$ cat config.mk
export PLATFORM = sky130hd
export DESIGN_NAME = ttt_game_engine
export DESIGN_NICKNAME = d
export VERILOG_FILES = /design/src/rtl/ttt_pkg.sv /design/src/rtl/ttt_pixel_map.sv /design/src/rtl/ttt_game_engine.sv
export SDC_FILE = /design/constraint.sdc
export NUM_CORES = 1
export LEC_CHECK = 0
export CAP_MARGIN = 10
export CORE_UTILIZATION = 45
export CTS_CLUSTER_SIZE = 16
export DETAILED_ROUTE_END_ITERATION = 12
export PLACE_DENSITY = 0.75
export SYNTH_ARGS = -nofsm -noshare
export SYNTH_HDL_FRONTEND = slang
export SYNTH_SLANG_ARGS = --single-unit
export TNS_END_PERCENT = 1
$ cat constraint.sdc
create_clock -name clk -period 12.7 [get_ports clk]
set_clock_uncertainty 0.1 [all_clocks]
set_input_delay 2.54 -clock clk [delete_from_list [all_inputs] [get_ports clk]]
set_output_delay 2.54 -clock clk [all_outputs]
set_load 0.1 [all_outputs]
$ cat src/rtl/ttt_pkg.sv
// Shared definitions for the tic-tac-toe game engine.
//   - cell codes stored per board square (2 bits each)
//   - game FSM state encoding
//   - 3-bit {R,G,B} colour constants used by the renderer
package ttt_pkg;

    localparam logic [1:0] EMPTY = 2'b00;
    localparam logic [1:0] P1    = 2'b01;
    localparam logic [1:0] P2    = 2'b10;

    typedef enum logic [2:0] {
        IDLE,
        P1_TURN,
        P2_TURN,
        CHECK,
        WIN,
        DRAW
    } state_t;

    localparam logic [2:0] BLACK  = 3'b000;
    localparam logic [2:0] CYAN   = 3'b011;
    localparam logic [2:0] RED    = 3'b100;
    localparam logic [2:0] BLUE   = 3'b001;
    localparam logic [2:0] YELLOW = 3'b110;
    localparam logic [2:0] WHITE  = 3'b111;
    localparam logic [2:0] GREEN  = 3'b010;

endpackage

$ cat src/rtl/ttt_pixel_map.sv
// Maps a screen pixel onto the N x N board.
//   pixel_x / pixel_y : current pixel position
//   cell_row/cell_col : board cell that contains the pixel (clamped to N-1)
//   on_grid_line      : pixel lies on one of the inner grid lines
// Purely combinational; uses constant comparisons only, no divider.
module ttt_pixel_map #(
    parameter int N          = 3,
    parameter int H_ACTIVE   = 640,
    parameter int V_ACTIVE   = 480,
    parameter int LINE_WIDTH = 3,
    localparam int XW = $clog2(H_ACTIVE),
    localparam int YW = $clog2(V_ACTIVE),
    localparam int RW = (N > 1) ? $clog2(N) : 1
) (
    input  logic [XW-1:0] pixel_x,
    input  logic [YW-1:0] pixel_y,
    output logic [RW-1:0] cell_row,
    output logic [RW-1:0] cell_col,
    output logic          on_grid_line
);

    localparam int CW = H_ACTIVE / N;
    localparam int CH = V_ACTIVE / N;

    // Boundaries are tested in increasing order, so the last hit wins and the
    // result is the largest boundary not exceeding the pixel; pixels past the
    // final boundary (integer-division remainder) stay in cell N-1.
    always_comb begin
        cell_row     = '0;
        cell_col     = '0;
        on_grid_line = 1'b0;
        for (int k = 1; k < N; k++) begin
            if (int'(pixel_x) >= k * CW) cell_col = RW'(k);
            if (int'(pixel_y) >= k * CH) cell_row = RW'(k);
            if (int'(pixel_x) >= k * CW - 1 && int'(pixel_x) <= k * CW - 2 + LINE_WIDTH)
                on_grid_line = 1'b1;
            if (int'(pixel_y) >= k * CH - 1 && int'(pixel_y) <= k * CH - 2 + LINE_WIDTH)
                on_grid_line = 1'b1;
        end
    end

endmodule

$ cat src/rtl/ttt_game_engine.sv
// Tic-tac-toe game engine: board storage, cursor, turn FSM, sequential
// win/draw scan and VGA pixel colouring.
//   clk, clr (async active-low reset)
//   vga_on, pixel_x, pixel_y      : from the VGA timing block
//   btn_up/down/left/right        : cursor move pulses
//   btn_select                    : place mark at cursor
//   btn_start                     : clear board, new game (any state)
//   vga_red/green/blue            : registered pixel colour
//   player_1_win/player_2_win/draw: result flags
//   turn                          : 0 = player 1 to move, 1 = player 2
//   game_active                   : high in P1_TURN, P2_TURN, CHECK
module ttt_game_engine
    import ttt_pkg::*;
#(
    parameter int N          = 3,
    parameter int H_ACTIVE   = 640,
    parameter int V_ACTIVE   = 480,
    parameter int LINE_WIDTH = 3,
    parameter int X_BITS     = 10,
    parameter int Y_BITS     = 9
) (
    input  logic              clk,
    input  logic              clr,
    input  logic              vga_on,
    input  logic [X_BITS-1:0] pixel_x,
    input  logic [Y_BITS-1:0] pixel_y,
    input  logic              btn_up,
    input  logic              btn_down,
    input  logic              btn_left,
    input  logic              btn_right,
    input  logic              btn_select,
    input  logic              btn_start,
    output logic              vga_red,
    output logic              vga_green,
    output logic              vga_blue,
    output logic              player_1_win,
    output logic              player_2_win,
    output logic              draw,
    output logic              turn,
    output logic              game_active
);

    localparam int RW        = (N > 1) ? $clog2(N) : 1;
    localparam int IW        = (N > 1) ? $clog2(N * N) : 1;
    localparam int CNT_W     = $clog2(N * N + 1);
    localparam int SW        = $clog2(2 * N + 2);
    localparam int LAST_LINE = 2 * N + 1;
    localparam int CENTRE    = N / 2;

    typedef logic [N*N-1:0][1:0] board_t;

    state_t           state, state_nxt;
    board_t           board, board_nxt;
    logic [RW-1:0]    cur_row, cur_row_nxt, cur_col, cur_col_nxt;
    logic [CNT_W-1:0] moves, moves_nxt;
    logic [SW-1:0]    scan, scan_nxt;
    logic             mover, mover_nxt;
    logic             p1_win_nxt, p2_win_nxt, draw_nxt;
    logic [IW-1:0]    cur_idx;
    logic [1:0]       mover_code;

    // Line index: 0..N-1 rows, N..2N-1 columns, 2N main diagonal,
    // 2N+1 anti-diagonal. True when every cell on it holds `code`.
    function automatic logic line_full(board_t b, logic [SW-1:0] idx, logic [1:0] code);
        int   li, r, c;
        logic full;
        li   = int'(idx);
        full = 1'b1;
        for (int k = 0; k < N; k++) begin
            if (li < N) begin
                r = li; c = k;
            end else if (li < 2 * N) begin
                r = k;  c = li - N;
            end else if (li == 2 * N) begin
                r = k;  c = k;
            end else begin
                r = k;  c = N - 1 - k;
            end
            if (b[IW'(r * N + c)] != code) full = 1'b0;
        end
        return full;
    endfunction

    assign cur_idx     = IW'(int'(cur_row) * N + int'(cur_col));
    assign mover_code  = mover ? P2 : P1;
    assign turn        = mover;
    assign game_active = (state == P1_TURN) || (state == P2_TURN) || (state == CHECK);

    always_ff @(posedge clk or negedge clr) begin
        if (!clr) begin
            state        <= IDLE;
            board        <= '0;
            cur_row      <= RW'(CENTRE);
            cur_col      <= RW'(CENTRE);
            moves        <= '0;
            scan         <= '0;
            mover        <= 1'b0;
            player_1_win <= 1'b0;
            player_2_win <= 1'b0;
            draw         <= 1'b0;
        end else begin
            state        <= state_nxt;
            board        <= board_nxt;
            cur_row      <= cur_row_nxt;
            cur_col      <= cur_col_nxt;
            moves        <= moves_nxt;
            scan         <= scan_nxt;
            mover        <= mover_nxt;
            player_1_win <= p1_win_nxt;
            player_2_win <= p2_win_nxt;
            draw         <= draw_nxt;
        end
    end

    always_comb begin
        state_nxt   = state;
        board_nxt   = board;
        cur_row_nxt = cur_row;
        cur_col_nxt = cur_col;
        moves_nxt   = moves;
        scan_nxt    = scan;
        mover_nxt   = mover;
        p1_win_nxt  = player_1_win;
        p2_win_nxt  = player_2_win;
        draw_nxt    = draw;
        if (btn_start) begin
            state_nxt   = P1_TURN;
            board_nxt   = '0;
            cur_row_nxt = RW'(CENTRE);
            cur_col_nxt = RW'(CENTRE);
            moves_nxt   = '0;
            scan_nxt    = '0;
            mover_nxt   = 1'b0;
            p1_win_nxt  = 1'b0;
            p2_win_nxt  = 1'b0;
            draw_nxt    = 1'b0;
        end else begin
            case (state)
                P1_TURN, P2_TURN: begin
                    if (btn_select) begin
                        // Occupied cell: the press is simply dropped.
                        if (board[cur_idx] == EMPTY) begin
                            board_nxt[cur_idx] = (state == P2_TURN) ? P2 : P1;
                            moves_nxt          = moves + 1'b1;
                            mover_nxt          = (state == P2_TURN);
                            scan_nxt           = '0;
                            state_nxt          = CHECK;
                        end
                    end else if (btn_up) begin
                        cur_row_nxt = (cur_row == '0) ? RW'(N - 1) : cur_row - 1'b1;
                    end else if (btn_down) begin
                        cur_row_nxt = (int'(cur_row) == N - 1) ? '0 : cur_row + 1'b1;
                    end else if (btn_left) begin
                        cur_col_nxt = (cur_col == '0) ? RW'(N - 1) : cur_col - 1'b1;
                    end else if (btn_right) begin
                        cur_col_nxt = (int'(cur_col) == N - 1) ? '0 : cur_col + 1'b1;
                    end
                end
                CHECK: begin
                    // Only the last mover can have completed a line.
                    if (line_full(board, scan, mover_code)) begin
                        state_nxt = WIN;
                        if (mover) p2_win_nxt = 1'b1;
                        else       p1_win_nxt = 1'b1;
                    end else if (int'(scan) == LAST_LINE) begin
                        if (int'(moves) == N * N) begin
                            state_nxt = DRAW;
                            draw_nxt  = 1'b1;
                        end else begin
                            state_nxt = mover ? P1_TURN : P2_TURN;
                            mover_nxt = ~mover;
                        end
                    end else begin
                        scan_nxt = scan + 1'b1;
                    end
                end
                default: ;
            endcase
        end
    end

    // ---------------- pixel rendering ----------------
    logic [RW-1:0] cell_row, cell_col;
    logic          on_grid;
    logic [IW-1:0] pix_idx;
    logic [1:0]    pix_cell;
    logic [2:0]    colour, colour_nxt;

    ttt_pixel_map #(
        .N          (N),
        .H_ACTIVE   (H_ACTIVE),
        .V_ACTIVE   (V_ACTIVE),
        .LINE_WIDTH (LINE_WIDTH)
    ) u_pixel_map (
        .pixel_x      (pixel_x),
        .pixel_y      (pixel_y),
        .cell_row     (cell_row),
        .cell_col     (cell_col),
        .on_grid_line (on_grid)
    );

    assign pix_idx  = IW'(int'(cell_row) * N + int'(cell_col));
    assign pix_cell = board[pix_idx];

    always_comb begin
        colour_nxt = CYAN;
        if (!vga_on || on_grid)                        colour_nxt = BLACK;
        else if (pix_cell == P1)                       colour_nxt = RED;
        else if (pix_cell == P2)                       colour_nxt = BLUE;
        else if (pix_idx == cur_idx && game_active)    colour_nxt = (pix_cell == EMPTY) ? YELLOW : WHITE;
        else if (state == WIN)                         colour_nxt = GREEN;
        else if (state == DRAW)                        colour_nxt = WHITE;
    end

    always_ff @(posedge clk or negedge clr) begin
        if (!clr) colour <= BLACK;
        else      colour <= colour_nxt;
    end

    assign {vga_red, vga_green, vga_blue} = colour;

endmodule
Yosys cells after proc, flatten, opt, wreduce, memory -nomap -nowiden

Index checks and enable logic that the tools add are counted.
Widths: inputs -> output; s select.

Output and inout port bits: 8
Register bits: 39
Input port bits: 28
Word-level logic and storage cells: 239

Bitwise operators: 1
Multiplexer cells: 119
$mul: 5
$add $sub $neg: 12
Equality and inequality tests: 28
$lt $le $gt $ge: 20
Reduce and logical (&&, ||, !) cells: 35

Operator list:

| cell                 | count |
|---|---|
| $mux 32              | 6 |
| $mul 32x3->4 const B | 3 |
| $mux 18              | 4 |
| $mux 2               | 32 |
| $mux 4               | 16 |
| $mux 3               | 20 |
| $bmux 2 s4           | 5 |
| $mux 1               | 31 |
| $ge 10x8->1 const B  | 2 |
| $ge 10x9->1 const B  | 2 |
| $bwmux 18            | 1 |
| $ge 9x8->1 const B   | 2 |
| $ge 9x9->1 const B   | 2 |
| $lt 4x6->1 const B   | 3 |
| $reduce_bool 2->1    | 8 |
| $ne 3x3->1 const B   | 5 |
| $add 4x4->4          | 3 |
| $pmux 3 s2           | 2 |
| $reduce_and 3->1     | 4 |
| $le 10x8->1 const B  | 1 |
| $le 10x9->1 const B  | 1 |
| $lt 4x5->1 const B   | 2 |
| $reduce_and 5->1     | 2 |
| $eq 3x2->1 const B   | 3 |
| 34 further kinds     | 60 |

Logic depth before layout (Yosys ltp)

Gate-level depths: netlist of run 1.

Word-level depth: 19
Depth in mapped cells: 20
Gate-level depth less buffers: 18

Hierarchy

Synthesis of run 1 repeated with hierarchy kept, for this count alone.

Cells, all modules: 460
Area total of the unflattened synthesis: 3931.3 µm²

Modules (own cells, without submodules):

| module          | area an instance (µm²) | sequential area each (µm²) | times used | cells an instance |
|---|---|---|---|---|
| ttt_game_engine | 3713.6                 | 978.4                      | 1          | 426 |
| ttt_pixel_map   | 217.7                  | 0.0                        | 1          | 34 |

Worst setup path before layout of run 1

OpenSTA, ideal clock, no wires.

Path kind: input port to flip-flop
Start: in pixel_x[2]
End: reg colour[0]
Cell stages on the path: 13
Setup time: 0.086 ns
Path slack: 7.383 ns
Data required time: 12.514 ns
Data arrival time: 5.131 ns
Path buffers: 0
Path through: o21ai_0 nand2b_1 a221o_1 ha_1 ha_1 fa_1 nor4b_1 nand2_1 o21a_1 ha_1 a21oi_1 nor2_1 nor3_1

Longest elaborated chain between the ends: 12
Elaborated cells between the ends (all ways): 28
Classes of those cells: add/sub: 1; order compare: 6; eq/ne: 3; mux: 13; reduce/logical: 5

Ends and longest elaborated chain:

| item                         | line                   | RTL |
|---|---|---|
| start: declaration           | ttt_game_engine.sv:25  | `input logic [X_BITS-1:0] pixel_x,` |
| $ge 10x8->1                  | ttt_pixel_map.sv:33    | `if (int'(pixel_x) >= k * CW) cell_col = RW'(k);` |
| $mux 1                       | ttt_pixel_map.sv:33    |  |
| $mux 2                       | ttt_pixel_map.sv:33    |  |
| $add 4x2->4                  | ttt_game_engine.sv:202 | `assign pix_idx = IW'(int'(cell_row) * N + int'(cell_col));` |
| $bmux 2 s4                   | ttt_game_engine.sv:203 | `assign pix_cell = board[pix_idx];` |
| $mux 2 (not written as such) | ttt_game_engine.sv:203 |  |
| $logic_not 2->1              | ttt_game_engine.sv:210 | `else if (pix_idx == cur_idx && game_active) colour_nxt = (pix_cell == EMPTY) ? YELLOW : WHITE;` |
| $mux 1                       | ttt_game_engine.sv:210 |  |
| $mux 3                       | ttt_game_engine.sv:210 |  |
| $mux 3                       | ttt_game_engine.sv:209 | `else if (pix_cell == P2) colour_nxt = BLUE;` |
| $mux 3                       | ttt_game_engine.sv:208 | `else if (pix_cell == P1) colour_nxt = RED;` |
| $mux 3 (*)                   | ttt_game_engine.sv:207 | `if (!vga_on \|\| on_grid) colour_nxt = BLACK;` |
| via colour_nxt[0]            | ttt_game_engine.sv:187 | `logic [2:0] colour, colour_nxt;` |
| end signal: assignment       | ttt_game_engine.sv:217 | `else colour <= colour_nxt;` |
| end: declaration             | ttt_game_engine.sv:187 |  |

Mark *: on every way through the listed nets, which the timed path passes. The rest lies on a longest branch. The select of a mux whose other input is x is not followed.
A chain may end at the register's enable or synchronous reset.

Worst setup path after layout of run 1

Start: in pixel_x[4]
End: reg colour[0]

Same word-level chain as after synthesis.

==> results of run 1 <==
[worst max-delay path: cells and delay by family]
family / cells / cell delay, ns
fa+ha+maj: 4 / 1.13
compound gates: 3 / 0.64
buf+inv: 1 / 0.45
simple gates: 8 / 1.07
[cell usage in the layout (no fill, tap or decap), types with 3 or more instances in the layout]
master	instances
o22ai_1	7
mux2i_1	12
dfrtp_1	37
nor2_1	42
nor3b_1	3
o21a_1	5
nand3_1	17
a211oi_1	7
clkdlybuf4s50_1	34
o2bb2ai_1	7
nor3_1	12
fa_1	9
a22oi_1	3
a211o_1	6
mux4_2	9
o21ai_0	6
o31ai_1	3
inv_1	35
nand2_1	28
or2_2	3
xnor2_1	9
nand4_1	3
o32ai_1	3
a21oi_1	15
nor4_1	3
ha_1	31
and2_1	5
nor4b_1	3
xor2_1	6
o211ai_1	9
a31oi_1	6
clkbuf_8	6
nand2b_1	14
[report_power, final]
group	leakage [nW]	switching (mW)	internal [mW]
clock	0.0612	0.0472	0.0636
combinational	1.25	0.284	0.196
sequential	0.521	0.0298	0.140
total	1.84	0.361	0.400
[registers in the layout, indices dropped and copies added, names as in the netlist]
register	cells
draw	1
player_2_win	1
state	3
scan	3
board	18
cur_row	2
player_1_win	1
cur_col	2
colour	3
turn	1
moves	4
[kinds of logic after synthesis]
group,share of synthesized area [%]
compound gates,20.3
other cells,0.0982
flops,25.6
xor+xnor,4.03
simple gates,18.9
buf+inv,5.54
fa+ha+maj,14.9
mux,10.6
[layout make-up]
cell class / count / area [sq um]
clock buffers: 6 / 82.6
clock inverters: 2 / 35.0
fillers: 750 / 3870
inverters: 36 / 135
multi-input cells: 331 / 2630
flip-flops and latches: 39 / 978
well taps: 105 / 131
repair buffers: 36 / 353
[per-layer routing]
metal | share of wire, % | vias up | wire length (um) | GRT usage [%]
met5 | 0 | - | 0 | 0
met4 | 1.3 | 0 | 125 | 5.38
met3 | 4.7 | 21 | 442 | 3.56
met2 | 49 | 114 | 4560 | 38.6
met1 | 45 | 1638 | 4240 | 29.8
li1 | - | 1608 | - | -
[final timing paths]
kind | from | endpoint | slack (ns) | cells past startpoint
max | pixel_x[4] | colour[0] | 6.98 | 16
min | player_2_win | player_2_win | 0.40 | 2
max reg2reg | scan[0] | state[1] | 7.08 | 17
min reg2reg | player_2_win | player_2_win | 0.40 | 2
max in group asynchronous | clr | board[10] | 9.68 | 1
min in group asynchronous | clr | player_1_win | 2.26 | 1
[metrics by stage]
step	util [%]	power (mW)	instances
floorplan	-	0.542	426
global placement	51.5	0.632	547
detailed placement	51.5	0.648	547
CTS	52.9	0.759	555
global route	52.9	0.818	555
finish	52.9	0.761	555
==> summary.txt, run 1 <==
Clock transition at path regs = 0.08 ns
die area = 8860 sq um
CTS max path bufs = 2
io pins = 36
CP max stage cell = fa_1
worst slew pin tran = 0.978 ns
Die Width = 94.1 um
CTS tree = built
WHS = 0.397 ns
CTS Hold Buffers Added = 0
setup TNS = 0 ns
Post-synth EDFFs = 0
NumNets Final = 517
Top FF cell, synth = dfrtp_1
layout cells sized above 1 = 7.11%
drt pass-1 iters = 5
Inserted Diodes = 0
Synth area leaders = dfrtp_1, ha_1, mux4_2, fa_1, nor2_1
leading area contributor after synthesis = dfrtp_1
Area after DPL = 4230 sq um
worst path cell trace = clkdlybuf4s50_1 -> nor4bb_1 -> nand2_1 -> nor2_1 -> a2111oi_0 -> nor2_1 -> ha_1 -> ha_1 -> fa_1 -> nor4b_1 -> nand2_1 -> o21a_1 -> ha_1 -> a21oi_1 -> nor2_1 -> nor3_1
Initial Util = 46.5%
top cells by count, synth = nor2_1, dfrtp_1, inv_1, ha_1, nand2_1
initial antenna violation count = 0
hpwl dp = 7170 um
CTS resizes = 0
# Max-Cap Violations = 0
DRT antenna net count = 0
Post-Synthesis Cell Area = 3820 sq um
Routed WL = 9370 um
Syn. warnings = 0
gr usage total = 22.6%
layout overhead on the synthesized area = 13.9%
Max IR drop VDD = 85.9 uV
largest net degree at the start of global routing = 40
Synth Register Bits = 39
startpoint types = primary input
postcts setup bufs = 0
Setup Viol. Count Final = 0
Netlist cell types = 70
Pwr per Cell Area = 175 nW/um^2
# DRC = 0
Critical Path Sink Type = flip-flop
GP Congestion = 0.865
Async SR Flop Fraction = 100%
RSZ-0062 raised after global routing = no
Die Y = 94.1 um
Crit Path Class = primary input to flip-flop
Mapped Avg Cell Area = 8.99 sq um
worst min path class = flip-flop to flip-flop
vias post-DR = 3381
Rel. slew slack = 34.6%
total CTS buffers = 5
clk root buf = clkbuf_8
Hold Vio Cnt, Final = 0
vias per inst = 6.09
Tcrit/Tclk final = 45.0%
Seq/Total Area, Yosys = 25.6%
final setup margin = 6.98 ns
P_leak = 1.84 nW
DR iter-0 viols = 338
status = completed
Post-Syn Instances = 425
Worst EP arrival = 5.84 ns
CORE AREA = 8220 sq um
H-tree levels = 2
Skew-Pair Late Insertion Delay = 0.30 ns
Final min period = 5.72 ns
pre-CTS setup slack = 6.67 ns
CTS Sinks = 39
first-pass GRT wire length = 15700 um
max-slew violations = 0
delay of the slowest critical-path stage = 0.55 ns
Worst Path Max Fanout = 4
fmax = 175 MHz
most frequent cell after synthesis = nor2_1
required time of the critical path = 12.82 ns
Final Cell Area = 4350 sq um
vias in the first global route = 3370
routed length per instance = 16.9 um
top cell type's share of synthesized area = 24.2%
row cnt = 33
total congestion overflow = 0
I/O Buffers = 35
No activity file was read; power rests on OpenSTA's default activity.
==> run 2: changes to the inputs <==
clock period = 5.7 ns   (was 12.7 ns; I/O delays follow)
==> run 2 against run 1 <==
Effect of this change: worst setup slack worse by 6.4 ns; critical path depth is 2 higher; wire length hardly changed; hold slack better by 0.0086 ns; register-to-register slack worse by 6.5 ns; core utilization is 0.11 points higher; via count hardly changed; critical endpoint is now state[1]; largest cell class unchanged; largest power group unchanged.
==> summary.txt, run 2 (synthesis gave the netlist of run 1 again) <==
startpoint types = flip-flop
CTS Sinks = 39
most used cell, CP = ha_1
setup TNS = 0 ns
CTS max path bufs = 2
Worst EP arrival = 5.24 ns
fmax = 194 MHz
delay of the slowest critical-path stage = 0.49 ns
max-slew violations = 0
CTS resizes = 0
Worst R2R End = state[1]
H-tree levels = 2
Setup Viol. Count Final = 0
Clock transition at path regs = 0.08 ns
P_leak = 1.84 nW
status = completed
NumNets Final = 522
clk root buf = clkbuf_8
Worst Path Max Fanout = 16
Die Y = 94.1 um
CTS tree = built
CP max stage cell = ha_1
Final min period = 5.15 ns
Largest regs = board (18), moves (4)
Pwr per Cell Area = 380 nW/um^2
Rel. slew slack = 34.7%
Most flops, register = board
RSZ-0062 raised after global routing = no
layout cells sized above 1 = 8.13%
vias in the first global route = 3341
commonest non-fill, non-tap cell in the layout = nor2_1
hpwl dp = 7260 um
worst setup path endpoint = state[1]
initial antenna violation count = 0
Max IR drop VDD = 191 uV
gr usage total = 22.9%
largest net degree at the start of global routing = 40
first-pass GRT wire length = 16100 um
GP Congestion = 0.904
routed length per instance = 16.7 um
Hold Vio Cnt, Final = 0
highest-count cells in the layout ignoring fill and taps = nor2_1, dfrtp_1, inv_1, clkdlybuf4s50_1, ha_1
# DRC = 0
required time of the critical path = 5.78 ns
Skew-Pair Late Insertion Delay = 0.30 ns
die area = 8860 sq um
worst setup path start = scan[0]
number of flip-flops in the largest register = 18
CORE AREA = 8220 sq um
# Max-Cap Violations = 0
io pins = 36
Worst R2R Path Depth = 18
DR iter-0 viols = 372
layout overhead on the synthesized area = 14.1%
I/O Buffers = 35
total CTS buffers = 5
CTS Hold Buffers Added = 0
R2R setup slack = 0.55 ns
total congestion overflow = 0
Initial Util = 46.5%
worst min path class = flip-flop to flip-flop
row cnt = 33
Inserted Diodes = 0
worst slew pin tran = 0.977 ns
vias post-DR = 3383
Critical Path Sink Type = flip-flop
vias per inst = 6.04
Tcrit/Tclk final = 90.4%
pre-CTS setup slack = 0.574 ns
Die Width = 94.1 um
HP Start = draw
worst r2r src = scan[0]
DRT antenna net count = 0
worst path cell trace = ha_1 -> inv_1 -> ha_1 -> inv_2 -> nor2_1 -> ha_1 -> inv_1 -> fa_1 -> fa_1 -> xnor3_1 -> xor2_1 -> o211a_1 -> a211o_1 -> nor2_1 -> a221o_1 -> a21oi_4 -> o31a_2 -> mux2_1
drt pass-1 iters = 4
Crit Path Class = flip-flop to flip-flop
final setup margin = 0.545 ns
postcts setup bufs = 0
Routed WL = 9360 um
[run 2: changes by cell type in the layout (fill, tap and decap cells not counted), sizes merged]
cell / previous run / this run
bufinv: 1 / 0
clkbuf: 6 / 5
buf: 2 / 7
clkinvlp: 0 / 2
[run 2: through the flow]
| stage | cell area (sq um) | hold slack [ns] | std cells | total power, mW | utilization [%] |
|---|---|---|---|---|---|
| floorplan | 3820 | 0.398 | 426 | 1.21 | - |
| global placement | 4270 | 0.385 | 552 | 1.43 | 51.9 |
| detailed placement | 4270 | 0.379 | 552 | 1.46 | 51.9 |
| CTS | 4360 | 0.408 | 560 | 1.65 | 53.0 |
| global route | 4360 | 0.425 | 560 | 1.78 | 53.0 |
| finish | 4360 | 0.405 | 560 | 1.66 | 53.0 |
[run 2: worst min path at each step]
stage,endpoint,slack [ns],cells past startpoint
floorplan,cur_col[0],0.40,2
finish,draw,0.41,1
CTS,draw,0.41,1
global route,draw,0.42,1
detailed placement,draw,0.38,1
global placement,draw,0.38,1
[run 2: power by group]
part           total, mW  switching, mW  internal, mW  leakage (nW)
Sequential         0.352         0.0408         0.311         0.521
Combinational       1.11          0.663         0.447          1.28
Clock              0.194          0.109        0.0853        0.0402
Total               1.66          0.813         0.844          1.84
[run 2: cell type report]
type / count / area, sq um
fill: 718 / 3860
clock inverter: 3 / 20.0
multi-input combinational: 331 / 2630
inverter: 36 / 135
sequential: 39 / 978
tap: 105 / 131
timing repair buffer: 41 / 390
clock buffer: 5 / 68.8
[run 2: routing by layer]
metal	vias to the layer above	share of wire, %	global-route usage (%)
li1	1613	-	-
met1	1650	45	30.9
met2	101	49	38.1
met3	19	4.3	3.07
met4	0	1.9	6.79
met5	-	0	0
[run 2: critical path: cells and delay by family (launching register included)]
| kind | cells | cell delay, ns |
|---|---|---|
| buf+inv | 3 | 0.30 |
| xor+xnor | 2 | 0.69 |
| compound gates | 5 | 1.11 |
| simple gates | 2 | 0.26 |
| fa+ha+maj | 5 | 1.85 |
| flops | 1 | 0.39 |
| mux | 1 | 0.32 |
